## config.mk

```make
export PLATFORM = sky130hd
export DESIGN_NAME = id_dispatch_ctrl
export DESIGN_NICKNAME = d
export VERILOG_FILES = /design/src/rtl/OoO_pkg.sv /design/src/rtl/dispatch_fifo.sv /design/src/rtl/id_dispatch_ctrl.sv
export SDC_FILE = /design/constraint.sdc
export NUM_CORES = 1
export LEC_CHECK = 0
export ABC_AREA = 1
export ABC_CLOCK_PERIOD_IN_PS = 2900
export CAP_MARGIN = 20
export CORE_MARGIN = 2
export CORE_UTILIZATION = 55
export DETAILED_ROUTE_END_ITERATION = 10
export PLACE_DENSITY = 0.9
export SYNTH_ARGS = -nofsm -noshare
export SYNTH_HDL_FRONTEND = slang
export SYNTH_HIERARCHICAL = 1
export SYNTH_SLANG_ARGS = --single-unit
```

## constraint.sdc

```tcl
create_clock -name clk_i -period 2.9 [get_ports clk_i]
set_input_delay 0.58 -clock clk_i [delete_from_list [all_inputs] [get_ports clk_i]]
set_output_delay 0.58 -clock clk_i [all_outputs]
set_load 0.05 [all_outputs]
```

## src/rtl/OoO_pkg.sv

```systemverilog
// Shared types for the decode/dispatch front end.
// Provides the decoded-instruction payload (decoder_t), the functional-unit
// and operation encodings, the dispatch FIFO entry and the dispatch FSM states.
package OoO_pkg;

    localparam int unsigned REG_W = 5;
    localparam int unsigned IMM_W = 32;

    typedef enum logic [2:0] {
        FU_NONE,
        FU_ALU,
        FU_LOAD,
        FU_STORE,
        FU_CTRL,
        FU_CSR
    } fu_t;

    typedef enum logic [4:0] {
        ADD,
        ADDI,
        SUB,
        LW,
        SW,
        BEQ,
        JAL,
        CSR_RW,
        CSR_RS,
        CSR_RC,
        ECALL,
        EBREAK,
        MRET,
        CF_FENCE,
        CF_FENCE_I
    } op_t;

    typedef struct packed {
        fu_t              fu;
        op_t              op;
        logic [REG_W-1:0] rd;
        logic [REG_W-1:0] rs1;
        logic [REG_W-1:0] rs2;
        logic [IMM_W-1:0] imm;
    } decoder_t;

    // One buffered decoder output: instruction plus its illegal flag.
    typedef struct packed {
        decoder_t instr;
        logic     err;
    } dispatch_entry_t;

    typedef enum logic [1:0] {
        RUN,
        DRAIN,
        WAIT
    } dispatch_state_e;

endpackage

```

## src/rtl/dispatch_fifo.sv

```systemverilog
// Small circular FIFO with a registered occupancy count.
// Ports: clk_i/rst_ni (async active-low), flush_i (empties the queue),
//        push_valid_i/push_ready_o/push_data_i (write side),
//        pop_valid_o/pop_ready_i/pop_data_o (read side, head entry).
// A pop in a full cycle does not open space for a same-cycle push.
module dispatch_fifo #(
    parameter type         T     = logic,
    parameter int unsigned Depth = 2
) (
    input  logic clk_i,
    input  logic rst_ni,
    input  logic flush_i,
    input  logic push_valid_i,
    output logic push_ready_o,
    input  T     push_data_i,
    output logic pop_valid_o,
    input  logic pop_ready_i,
    output T     pop_data_o
);

    localparam int unsigned PTR_W = (Depth > 1) ? $clog2(Depth) : 1;
    localparam int unsigned CNT_W = $clog2(Depth + 1);

    T                 r_mem [Depth];
    logic [PTR_W-1:0] r_wr_ptr;
    logic [PTR_W-1:0] r_rd_ptr;
    logic [CNT_W-1:0] r_count;

    logic w_push;
    logic w_pop;

    assign push_ready_o = (r_count < CNT_W'(Depth));
    assign pop_valid_o  = (r_count != '0);
    assign pop_data_o   = r_mem[r_rd_ptr];
    assign w_push       = push_valid_i && push_ready_o;
    assign w_pop        = pop_valid_o && pop_ready_i;

    // Pointer increment with explicit wrap so non-power-of-two depths work.
    function automatic logic [PTR_W-1:0] ptr_inc(input logic [PTR_W-1:0] p);
        return (p == PTR_W'(Depth - 1)) ? '0 : p + PTR_W'(1);
    endfunction

    // Storage, pointers and count.
    always_ff @(posedge clk_i or negedge rst_ni) begin
        if (!rst_ni) begin
            r_wr_ptr <= '0;
            r_rd_ptr <= '0;
            r_count  <= '0;
            for (int i = 0; i < int'(Depth); i++) begin
                r_mem[i] <= '0;
            end
        end else if (flush_i) begin
            r_wr_ptr <= '0;
            r_rd_ptr <= '0;
            r_count  <= '0;
        end else begin
            if (w_push) begin
                r_mem[r_wr_ptr] <= push_data_i;
                r_wr_ptr        <= ptr_inc(r_wr_ptr);
            end
            if (w_pop) begin
                r_rd_ptr <= ptr_inc(r_rd_ptr);
            end
            case ({w_push, w_pop})
                2'b10:   r_count <= r_count + CNT_W'(1);
                2'b01:   r_count <= r_count - CNT_W'(1);
                default: r_count <= r_count;
            endcase
        end
    end

endmodule

```

## src/rtl/id_dispatch_ctrl.sv

```systemverilog
// Decode-to-issue sequencer. Buffers decoded instructions and forwards
// ordinary ones back-to-back; serializing ones (CSR/system, FENCE, FENCE_I,
// illegal) wait for an empty ROB, then block dispatch until commit reports
// completion. A completed FENCE_I produces a one-cycle fetch-flush pulse.
// Ports: clk_i, rst_ni (async active-low), flush_i,
//        dec_valid_i/dec_ready_o/dec_instr_i/dec_err_i (decoder side),
//        iss_valid_o/iss_ready_i/iss_instr_o/iss_err_o (issue side),
//        rob_empty_i, serial_done_i, fencei_o (pulse), busy_o (not in RUN).
module id_dispatch_ctrl
    import OoO_pkg::*;
#(
    parameter int unsigned Depth = 2
) (
    input  logic     clk_i,
    input  logic     rst_ni,
    input  logic     flush_i,
    input  logic     dec_valid_i,
    output logic     dec_ready_o,
    input  decoder_t dec_instr_i,
    input  logic     dec_err_i,
    output logic     iss_valid_o,
    input  logic     iss_ready_i,
    output decoder_t iss_instr_o,
    output logic     iss_err_o,
    input  logic     rob_empty_i,
    input  logic     serial_done_i,
    output logic     fencei_o,
    output logic     busy_o
);

    if (Depth < 2) begin : g_depth_check
        $error("id_dispatch_ctrl: Depth must be at least 2");
    end

    dispatch_state_e r_state;
    dispatch_state_e w_state_d;
    logic            r_is_fencei;
    logic            w_is_fencei_d;

    logic            w_fifo_ready;
    logic            w_fifo_valid;
    dispatch_entry_t w_push_entry;
    dispatch_entry_t w_head;
    logic            w_head_serial;
    logic            w_issue;

    assign w_push_entry = '{instr: dec_instr_i, err: dec_err_i};
    assign dec_ready_o  = w_fifo_ready && !flush_i;
    assign iss_instr_o  = w_head.instr;
    assign iss_err_o    = w_head.err;
    assign w_issue      = iss_valid_o && iss_ready_i;
    assign busy_o       = (r_state != RUN);

    dispatch_fifo #(
        .T     (dispatch_entry_t),
        .Depth (Depth)
    ) u_fifo (
        .clk_i        (clk_i),
        .rst_ni       (rst_ni),
        .flush_i      (flush_i),
        .push_valid_i (dec_valid_i && !flush_i),
        .push_ready_o (w_fifo_ready),
        .push_data_i  (w_push_entry),
        .pop_valid_o  (w_fifo_valid),
        .pop_ready_i  (w_issue),
        .pop_data_o   (w_head)
    );

    // Head needs the ROB drained first (system ops are encoded as FU_CSR).
    assign w_head_serial = (w_head.instr.fu == FU_CSR)
                        || (w_head.instr.op == CF_FENCE)
                        || (w_head.instr.op == CF_FENCE_I)
                        || w_head.err;

    // State register.
    always_ff @(posedge clk_i or negedge rst_ni) begin
        if (!rst_ni) begin
            r_state     <= RUN;
            r_is_fencei <= 1'b0;
        end else begin
            r_state     <= w_state_d;
            r_is_fencei <= w_is_fencei_d;
        end
    end

    // Next-state and issue/pulse decode; flush overrides everything.
    always_comb begin
        w_state_d     = r_state;
        w_is_fencei_d = r_is_fencei;
        iss_valid_o   = 1'b0;
        fencei_o      = 1'b0;

        case (r_state)
            RUN: begin
                if (w_fifo_valid) begin
                    if (w_head_serial) begin
                        w_state_d = DRAIN;
                    end else begin
                        iss_valid_o = 1'b1;
                    end
                end
            end
            DRAIN: begin
                iss_valid_o = rob_empty_i && w_fifo_valid;
                if (iss_valid_o && iss_ready_i) begin
                    w_state_d     = WAIT;
                    w_is_fencei_d = (w_head.instr.op == CF_FENCE_I);
                end
            end
            WAIT: begin
                if (serial_done_i) begin
                    w_state_d     = RUN;
                    fencei_o      = r_is_fencei;
                    w_is_fencei_d = 1'b0;
                end
            end
            default: begin
                w_state_d = RUN;
            end
        endcase

        if (flush_i) begin
            w_state_d     = RUN;
            w_is_fencei_d = 1'b0;
            iss_valid_o   = 1'b0;
            fencei_o      = 1'b0;
        end
    end

endmodule

```

* Word level (Yosys, flattened, before mapping)
Cells that the tools add are included.
** Word-level totals
- Register bits :: 119
- Input bits :: 63
- Output and inout bits :: 60
- Logic and storage cells :: 94
** Operators by class
- Add/subtract/negate cells :: 4
- $lt $le $gt $ge :: 4
- Equal/unequal tests :: 11
- Muxes and demuxes :: 31
- Bitwise logic cells :: 3
- Reduce and logical (&&, ||, !) cells :: 22
** Operators with widths (count)
- $mux W56 :: 4
- $bwmux W112 :: 1
- $demux W56 S1 :: 1
- $mux W1 :: 15
- $mux W2 :: 6
- $eq A5 B4 Y1 const B :: 2
- $ne A3 B3 Y1 const B :: 3
- $logic_and A1 B1 Y1 :: 8
- $reduce_bool A2 Y1 :: 4
- $pmux W2 S3 :: 1
- $reduce_bool A3 Y1 :: 2
- $eq A2 B1 Y1 const B :: 2
- $eq A2 B2 Y1 const B :: 2
- $ge A2 B2 Y1 const B :: 2
- $not A1 Y2 :: 2
- $pmux W1 S2 :: 2
- $pmux W2 S2 :: 1
- $reduce_and A4 Y1 :: 1
- $eq A3 B3 Y1 const B :: 1
- $logic_or A1 B1 Y1 :: 3
- $ne A3 B2 Y1 const B :: 1
- $reduce_and A3 Y1 :: 1
- $add A1 B1 Y1 const B :: 2
- $add A2 B1 Y2 const B :: 1
- 7 further kinds :: 7

* Depth between registers and ports, before layout
Gate-level depths: netlist of run 1.
- Word-level depth :: 17
- Depth in mapped cells :: 16
- Mapped depth without buffers :: 15

* Hierarchy
The synthesis of run 1 kept the hierarchy.
** Modules (own cells, without submodules)
- dispatch_fifo :: times used 1, cells an instance 629, area each 5352.6 µm², sequential area each 2902.8 µm²
- id_dispatch_ctrl :: times used 1, cells an instance 61, area each 324.1 µm², sequential area each 75.1 µm²

* Worst setup path before layout of run 1
Ideal clock, no wire load.
- Path kind :: in2out
- Start point :: input port serial_done_i
- End point :: output port fencei_o
- Data arrival time :: 2.141 ns
- Data required time :: 2.320 ns
- Setup slack :: 0.179 ns
- Cell stages on the path :: 2
- Path buffers :: 0
- Path through :: inv_1 > nor4_1
** On the way
- Word-level cells in the longest chain between the ends :: 3
** RTL lines
- from (decl) :: line id_dispatch_ctrl.sv:26 : input logic serial_done_i,
- $mux W1 :: line id_dispatch_ctrl.sv:111 : if (serial_done_i) begin
- $mux W1 :: line id_dispatch_ctrl.sv:93 : case (r_state)
- $mux W1 :: line id_dispatch_ctrl.sv:122 : if (flush_i) begin
- to (decl) :: line id_dispatch_ctrl.sv:27 : output logic fencei_o,
No other way between the ends.

* Worst setup path after layout of run 1
- Start point :: register u_fifo.r_rd_ptr
- End point :: output port iss_valid_o
** On the way
- Word-level cells in the longest chain between the ends :: 12
- Elaborated cells on any way between the ends :: 14
- Those cells by class :: eq/ne (3); mux (7); bitwise (1); reduce/logical (3)
** RTL lines
- from (decl) :: line dispatch_fifo.sv:26 : logic [PTR_W-1:0] r_rd_ptr;
- from (signal assigned) :: line dispatch_fifo.sv:62 : r_rd_ptr <= ptr_inc(r_rd_ptr);
- $not A1 Y2 (not written as such) * :: line dispatch_fifo.sv:34 : assign pop_data_o = r_mem[r_rd_ptr];
- $mux W56 (not written as such) * (3 in a row) :: line dispatch_fifo.sv:34
- $eq A5 B4 Y1 or $eq A3 B3 Y1 (tied branches) :: line id_dispatch_ctrl.sv:71, id_dispatch_ctrl.sv:70
- $logic_or A1 B1 Y1 :: line id_dispatch_ctrl.sv:71 : || (w_head.instr.op == CF_FENCE)
- $logic_or A1 B1 Y1 :: line id_dispatch_ctrl.sv:72 : || (w_head.instr.op == CF_FENCE_I)
- $logic_or A1 B1 Y1 * :: line id_dispatch_ctrl.sv:73 : || w_head.err;
- $mux W1 * :: line id_dispatch_ctrl.sv:96 : if (w_head_serial) begin
- $mux W1 * :: line id_dispatch_ctrl.sv:95 : if (w_fifo_valid) begin
- $pmux W1 S2 * :: line id_dispatch_ctrl.sv:93
- $mux W1 * :: line id_dispatch_ctrl.sv:122
- to (decl) :: line id_dispatch_ctrl.sv:21 : output logic iss_valid_o,
Mark *: on every way between the ends. The rest lies on a longest branch, timed or not. The select of a mux whose other input is x is not followed.

==> results of run 1 <==
metal layers:
metal | global-route usage | part of all wire
met3 | 0.0594 | 0.069
met2 | 0.454 | 0.54
met4 | 0.0752 | 0.015
met5 | 0 | 0
met1 | 0.294 | 0.38
worst register-to-register path, stage by stage (launching register included):
cell     delay [ns]
dfrtp_2        0.40
buf_12         0.26
nand2_1        0.11
nand2_1        0.17
inv_1          0.06
nand3_1        0.06
nand2_1        0.06
inv_1          0.08
nand3_1        0.12
a21oi_1        0.27
nand2_1        0.16
nand2_1        0.10
nand2_1        0.10
nor2_1         0.14
nand2_1        0.08
nand2_1        0.06
area by class of cell:
type | instances | area share
Timing Repair Buffer | 130 | 0.228
Clock buffer | 19 | 0.0546
Tap cell | 136 | 0.0215
Sequential cell | 119 | 0.377
Multi-Input combinational cell | 455 | 0.265
Inverter | 80 | 0.0386
Clock inverter | 13 | 0.0155
per-stage QoR:
step / area (µm²) / worst slack, ns / hold WS (ns)
2_1_floorplan: 5680 / 0.179 / 0.284
4_1_cts: 7900 / 0.0603 / 0.149
5_1_grt: 7910 / 0.0509 / 0.184
6_report: 7910 / 0.211 / 0.135
3_3_place_gp: 7340 / 0.453 / 0.463
3_5_place_dp: 7340 / 0.438 / 0.468
kinds of logic after synthesis:
kind of cell | after synthesis | share of synthesized area
simple gates | 339 | 0.236
flops | 119 | 0.525
compound gates | 115 | 0.132
buf+inv | 116 | 0.106
xor+xnor | 1 | 0.00154
flip-flops by register name, indices dropped and copies added (netlist names):
name	flops
u_fifo/r_wr_ptr	1
r_is_fencei	1
u_fifo/r_mem	112
u_fifo/r_count	2
u_fifo/r_rd_ptr	1
r_state	2
cell usage in the layout, fill, tap and decap left out, types with 11 or more instances in the layout:
| cell | n |
|---|---|
| clkdlybuf4s50_1 | 62 |
| nand3_1 | 11 |
| inv_1 | 74 |
| dfrtp_1 | 118 |
| nand2_1 | 309 |
| buf_12 | 54 |
| clkbuf_16 | 16 |
| o21ai_2 | 46 |
| o21ai_0 | 64 |
| buf_4 | 14 |
how the worst min path moves through the flow:
stage / from / cells after the start / endpoint
2_1_floorplan: rst_ni / 0 / r_is_fencei
3_3_place_gp: u_fifo/r_mem[34] / 2 / u_fifo/r_mem[34]
3_5_place_dp: u_fifo/r_mem[41] / 2 / u_fifo/r_mem[41]
4_1_cts: rst_ni / 1 / u_fifo/r_mem[21]
5_1_grt: rst_ni / 1 / u_fifo/r_mem[78]
6_report: rst_ni / 1 / u_fifo/r_mem[21]
what timing repair did:
action / 4_1_cts / 5_1_grt
buffers inserted: 0 / 0
setup endpoints to repair: 1 / 1
resized for setup: 1 / 5
report_power, final:
group          total, mW  switching, mW  internal [mW]  leakage, nW
sequential          2.25          0.214           2.04         1.52
clock               1.92          0.752           1.16        0.261
combinational       2.19           1.26          0.931         2.33
total               6.36           2.22           4.14         4.11
==> impl_summary.md, run 1 <==
Worst hold path
The worst hold path belongs to the class input pin to async pin.

Yosys
The share of synthesized area in the top cell type comes to 0.525. In the synthesized netlist the async set-or-reset flop fraction comes to 1.00. The synthesized netlist occupies a cell area of between 5000 and 6000 µm².

By area the synthesized netlist is led by dfrtp_1, nand2_1, o21ai_2, o21ai_0, inv_1. Of all cell types, the one taking the most synthesized area is dfrtp_1. The mean cell area of the mapped netlist is 8.23 µm².

The most common flop cell mapped by yosys is dfrtp_1. Yosys mapped the design onto 27 distinct sky130hd cell types. The number of flip-flops and latches in the synthesized netlist is about 120.

During synthesis, Yosys emitted a total of 6 warnings. In this run, synthesis inferred 0 flip-flops with an integrated enable. The cell with the most instances after synthesis is nand2_1. The share of the Yosys chip area taken by registers is 0.525. Synthesis handed over a netlist of 690 instances. By count the netlist is led by nand2_1, dfrtp_1, inv_1, o21ai_0, o21ai_2. Counting every net in the synthesized netlist gives between 700 and 800.

Finish
The total area of multi-input combinational cells is 2090 µm². Of the cells placed in the final design, the portion with a size suffix greater than 1 is 0.195. Relative to the synthesized area, the layout overhead comes to 39.3%. The final core utilization is 0.777. At the end of the flow, the number of nets in the layout was about 870. 0 antenna diodes ended up in the layout. Counting the fill cells in the layout gives between 600 and 700.

Registers take slightly below 3000 µm². The count of placed standard cells in the final layout, fillers left out is about 950.

Floorplanning
The die span in x is 106 µm. Measured along the y axis, the die boundary spans 106 µm. The die outline area is about 11,000 µm². Row generation in the floorplan step produced 37 rows. The total area inside the core boundary comes to 10,200 µm². During I/O placement, the number of pins put on the boundary was between 100 and 150. The initial utilization of the core area, before any placement, comes to 0.557.

Setup path
The cell count of the worst reg-to-reg path is 15. Walking the worst path, the cells encountered are buf_12 -> nand2_1 -> nand2_1 -> nand2_1 -> nor2_1 -> nand2_1 -> nand3_1 -> nand2_1 -> buf_12. Of all nets on the critical path, the largest fanout is between 50 and 60. The startpoint of the most critical setup path is u_fifo/r_rd_ptr. In this run the number of cells on the critical path is 9.

The standard cell with the maximum stage delay on the critical path is dfrtp_2. The family of cells with the greatest summed delay on the critical path is simple AND/OR/NAND/NOR gates. The worst register-to-register path has a setup slack of between 0.6 and 0.7 ns.

The timing endpoint of the critical path is iss_valid_o. The count of buffering cells on the critical path with inverters included is 2. The biggest cell delay along the critical path is ~0.40 ns.

The worst register-to-register path ends at u_fifo/r_count[1]. The startpoint identified for the worst register-to-register timing path is u_fifo/r_rd_ptr. Data on the critical path is required at its endpoint by 2.32 ns. The worst setup path is captured at an output pin.

The worst setup path is launched from a flop. Among the stages of the critical path, the cell type that occurs most often is nand2_1. The arrival time of data at the critical path endpoint is 2.11 ns. The critical path is of the flop to output pin type.

Global route
The global routing usage summed across all routing layers is 0.250. The number of antenna violations at the first check in global routing is 0. The pin count of the biggest net entering global routing is between 50 and 60. The via count of the first global-routing pass came to around 5,000. After global routing the overflow that remains totals 0. The first global-routing pass estimated between 20,000 and 25,000 µm of wire.

CTS
The H-tree was split into 4 levels. The root buffer cell chosen for the clock tree is clkbuf_8. Counting every sink on the clock net gives ~120. No sink is reached through more buffers than the 2 on the longest clock path.

After clock tree synthesis, the flow added hold-fix buffers numbering 0. The clock transition at the registers of the reported paths is ~0.060 ns. TritonCTS built the clock tree. At the later pin of the worst-skew pair, clock insertion delay measures between 0.5 and 0.6 ns.

The number of CTS-inserted buffers is 17.

Routing
The first detailed-routing pass took 6 iterations. The detailed router placed between 4,000 and 5,000 vias in this run. The detailed-route DRC error count is 0. The total length of routed wires is around 13,000 µm. In the final routed layout, each cell accounts on average for approximately 14 µm. Dividing the detail-routed via count by the number of cells gives 5.10.

The number of DRC markers in iteration 0 is between 300 and 400. The count of nets left with antenna violations once routing finished came out at 0.

Timing
The worst path in the final design needs a cycle of between 2 and 3 ns, including I/O delays and setup. The count of endpoints failing hold in the final timing report is 0. Setup violations remaining at the end of the flow were counted as 0. The final max-slew violation count is 0.

Between clock sinks in the finished design, the worst skew comes to approximately 0.01 ns. The worst max-slew margin expressed relative to the limit is 0.499. The final total negative setup slack is 0 ns. For this run, the top clock speed supported by timing is between 300 and 400 MHz. Setup repair after global routing left no endpoint under its margin. Dividing the final minimum period by the clock period gives 0.927.

The transition time at the pin with the least slew margin is between 0.7 and 0.8 ns.

Placed design
The cell count after placement is between 900 and 1,000. Input and output buffers added on the ports amount to 122. Once detailed placement completed, the half-perimeter wirelength came to 9000 µm.

At the end of routability-driven placement, the weighted congestion stood at ~0.82.

Power
The static leakage is 4.11 nW. For this design the ratio of total power to cell area is ~800 nW/µm². The maximum ir drop on the vdd rail is around 430 µV.

The overall power is 6.36 mW.

Job
The count of max-cap constraint violations is 0.

Status
The flow ran to the end, and the final reports show no timing, DRC or antenna violations.
(Power assumes the default switching activity.)
==> run 2: changes to the inputs <==
--- a/config.mk
+++ b/config.mk
@@ -6,12 +6,12 @@
 export NUM_CORES = 1
 export LEC_CHECK = 0
 export ABC_AREA = 1
-export ABC_CLOCK_PERIOD_IN_PS = 2900
+export ABC_CLOCK_PERIOD_IN_PS = 3090
 export CAP_MARGIN = 20
 export CORE_MARGIN = 2
-export CORE_UTILIZATION = 55
+export CORE_UTILIZATION = 51
 export DETAILED_ROUTE_END_ITERATION = 10
-export PLACE_DENSITY = 0.9
+export PLACE_DENSITY = 0.84
 export SYNTH_ARGS = -nofsm -noshare
 export SYNTH_HDL_FRONTEND = slang
 export SYNTH_HIERARCHICAL = 1
==> constraint.sdc (replaced) <==
create_clock -name clk_i -period 3.09 [get_ports clk_i]
set_input_delay 0.618 -clock clk_i [delete_from_list [all_inputs] [get_ports clk_i]]
set_output_delay 0.618 -clock clk_i [all_outputs]
set_load 0.05 [all_outputs]
==> run 2 against run 1 <==
Effect of this change:
- setup slack worse by 0.042 ns
- critical endpoint unchanged
- clock-buffer cell count decreased by 1
- sequential share of layout area shrank 0.84 points
- critical path type unchanged
- via count up 2.2%
- final cell count increased by 0.63%
- sequential power fell by 6%
- utilization is 3.0 points lower
- first-iteration DRC count is 11% higher
- sequential cell count did not move
- clock power grew 6%
==> impl_summary.md, run 2 (synthesis results as in run 1) <==
Routing
The number of vias in the routed layout was 4,964 (+2.2%). The mean routed wirelength per cell is 14.2 µm (+0.55%). The number of DRC markers in iteration 0 came to 375 (+11%). The first-pass detailed-route iteration total came to 5 (-1). The detail-routed via count per cell is 5.18 (+1.5%). The detailed-route DRC error count was 0 (unchanged).

The antenna violation net count after detailed routing is 0 (unchanged). The total length of routed wires is 13,600 µm (+1.2%).

CTS
The CTS tree is built. The clock latency on the worst-skew pair came to 0.50 ns (about the same). The total of hold buffers inserted after clock tree synthesis is 0 (unchanged).

The number of CTS-inserted buffers is 17 (unchanged). The number of levels the H-tree was split into is 4 (unchanged). The clock tree buffer depth was 2 (unchanged).

The buffer cell driving the clock tree root is clkbuf_8. The clock transition at the registers of the reported paths was 0.06 ns (about the same). The number of clock sinks was 119 (unchanged).

Timing
The maximum clock frequency is between 300 and 400 MHz. The final worst clock skew is 0.00990 ns (+0.0000462 ns). The final max-slew violation count was 0 (unchanged).

The count of endpoints failing hold in the final timing report came to 0 (unchanged). Setup repair after global routing left no endpoint under its margin. The final-layout worst hold slack came to 0.124 ns (-0.0116 ns). The final total negative setup slack came to 0 ns (unchanged). The total setup violations reported at the end of the flow came to 0 (unchanged). The clock period could shrink to about 2.9 ns. The final worst-path cycle share is 0.945. The worst max-slew margin expressed relative to the limit is 0.587 (+0.0877). The worst setup margin is 0.169 ns (-0.0421 ns). The transition time at the pin with the least slew margin is 0.619 ns (-0.131 ns).

Finish
The number of filler cells placed in the layout is 770 (+18%). The net total in the final layout is 868 (+0.23%). The final design area excluding fillers is 8090 µm² (+2.3%). The number of flip-flops in the largest register is 112 (unchanged). The top cell types in the final layout, fill and taps aside, are nand2_1, dfrtp_1, inv_1, o21ai_0, clkdlybuf4s50_1. In the final layout, the registers with the most flip-flops are u_fifo/r_mem (112), r_state (2), u_fifo/r_count (2). The most common cell after layout, fill and taps aside is nand2_1. The count of placed standard cells in the final layout, fillers left out is 958 (+0.63%).

The fraction of final layout cells with drive strength greater than 1 was 0.198 (+0.00319). The antenna diode count is 0 (unchanged). The layout-stage area growth over the synthesis result is 42.5%. The register with the most flip-flops in the final layout is u_fifo/r_mem.

Power
The static leakage is 4.18 nW (+1.9%). The maximum ir drop on the vdd rail is 444 µV (+3.1%). The cell area power density came to 779 nW/µm² (-3.1%).

Global route
The via count of the first global-routing pass is 4,906 (-1.3%). The total grt overflow is 0 (unchanged). The global routing usage summed across all routing layers is 0.240 (-0.0102). The global-route wire length before repair is 22,500 µm (+0.80%). The pin count of the biggest net entering global routing is 57 (-1.7%). The number of antenna violations at the first check in global routing is 0 (unchanged).

Placed design
The cell area after placement is 7460 µm² (+1.6%). The total half-perimeter wirelength after legalization and detailed placement is 9040 µm (+0.45%). The cell count after placement came to 926 (+0.65%). The count of buffers inserted at the top-level ports is 122 (unchanged). The worst slack after detailed placement is 0.541 ns (+0.104 ns).

The final weighted congestion in routability-driven placement is 0.843 (+3.0%).

Floorplanning
The area of the core region is 10,800 µm² (+6.4%). The die span in x came to 110 µm (+3.7%). The die outline area is 12,000 µm² (+7.5%). The number of placed I/O pins is 123 (unchanged).

The effective utilization at floorplan is 0.524 (-0.0337). The height of the die is 110 µm (+3.7%). The number of rows created at floorplan is 38 (+2.7%).

Setup path
The reg-to-reg critical path startpoint is u_fifo/r_rd_ptr. The endpoint identified for the worst register-to-register timing path is u_fifo/r_count[0]. The worst setup path is of the flop to output pin kind. The arrival time of data at the critical path endpoint was 2.30 ns (+0.19 ns).

The critical path capture point type is an output pin. The worst setup path is launched from a flop. The worst-case register-to-register setup slack was 0.72 ns (+0.10 ns). The cell count of the worst reg-to-reg path is 15 (unchanged). The largest fanout on the critical path is 31 (-45%). The critical path required time came to 2.47 ns (+0.15 ns).

Status
The run finished with clean final reports.

Worst hold path
The worst hold path belongs to the class input pin to async pin.

Job
The count of max-cap constraint violations is 0 (unchanged).
## run 2: cell count changes in the layout (fill, tap and decap cells not counted), sizes merged
cell / previous run / this run
buf: 68 / 70
bufinv: 1 / 4
clkbuf: 19 / 18
clkinv: 5 / 7
clkinvlp: 4 / 2
inv: 83 / 81
## run 2: power breakdown
part           leakage (nW)  internal (mW)  switching (mW)
Combinational          2.37          0.943            1.20
Sequential             1.52           1.91           0.208
Clock                 0.302           1.34           0.702
## run 2: worst max-delay path by stage
stage | from | to | slack (ns) | cells after the start
2_1_floorplan | serial_done_i | fencei_o | 0.29 | 2
3_3_place_gp | flush_i | u_fifo/r_mem[20] | 0.63 | 8
3_5_place_dp | flush_i | u_fifo/r_mem[12] | 0.54 | 7
4_1_cts | u_fifo/r_rd_ptr | iss_valid_o | 0.09 | 9
5_1_grt | u_fifo/r_rd_ptr | iss_valid_o | 0.02 | 10
6_report | u_fifo/r_rd_ptr | iss_valid_o | 0.17 | 8
## run 2: stage by stage
stage / util / power (mW)
after floorplan: - / 3.24
after global placement: 0.688 / 4.18
after global routing: 0.746 / 6.59
final: 0.746 / 6.30
after CTS: 0.746 / 6.34
after detailed placement: 0.688 / 4.27
## run 2: worst max-delay path, stage by stage (launching register included)
cell and delay [ns]:
dfrtp_2 0.37, clkinv_2 0.38, nand2_1 0.18, nand2_1 0.17
nor2_1 0.23, nand2_1 0.10, nand3_1 0.11, nand2_1 0.09
buf_12 0.16
## run 2: layout make-up
| cell class | instances | area [µm²] | share of cell area |
|---|---|---|---|
| clock buffers | 18 | 428 | 0.0529 |
| inverters | 80 | 304 | 0.0376 |
| repair buffers | 132 | 1910 | 0.236 |
| clock inverters | 14 | 198 | 0.0244 |
| well taps | 140 | 175 | 0.0216 |
| multi-input cells | 455 | 2090 | 0.259 |
| flip-flops and latches | 119 | 2980 | 0.368 |
## run 2: repair_timing
item                                    in CTS  in global routing
resized for setup                            0                  2
buffers inserted                             0                  0
endpoints found under the setup margin       0                  1
endpoints found under the hold margin        0                  0
## run 2: per-layer routing
metal,track usage,up-vias,part of all wire
met1,0.296,2366,0.40
met5,0,-,0
met4,0.0904,0,0.016
li1,-,2353,-
met2,0.411,219,0.52
met3,0.0569,26,0.063
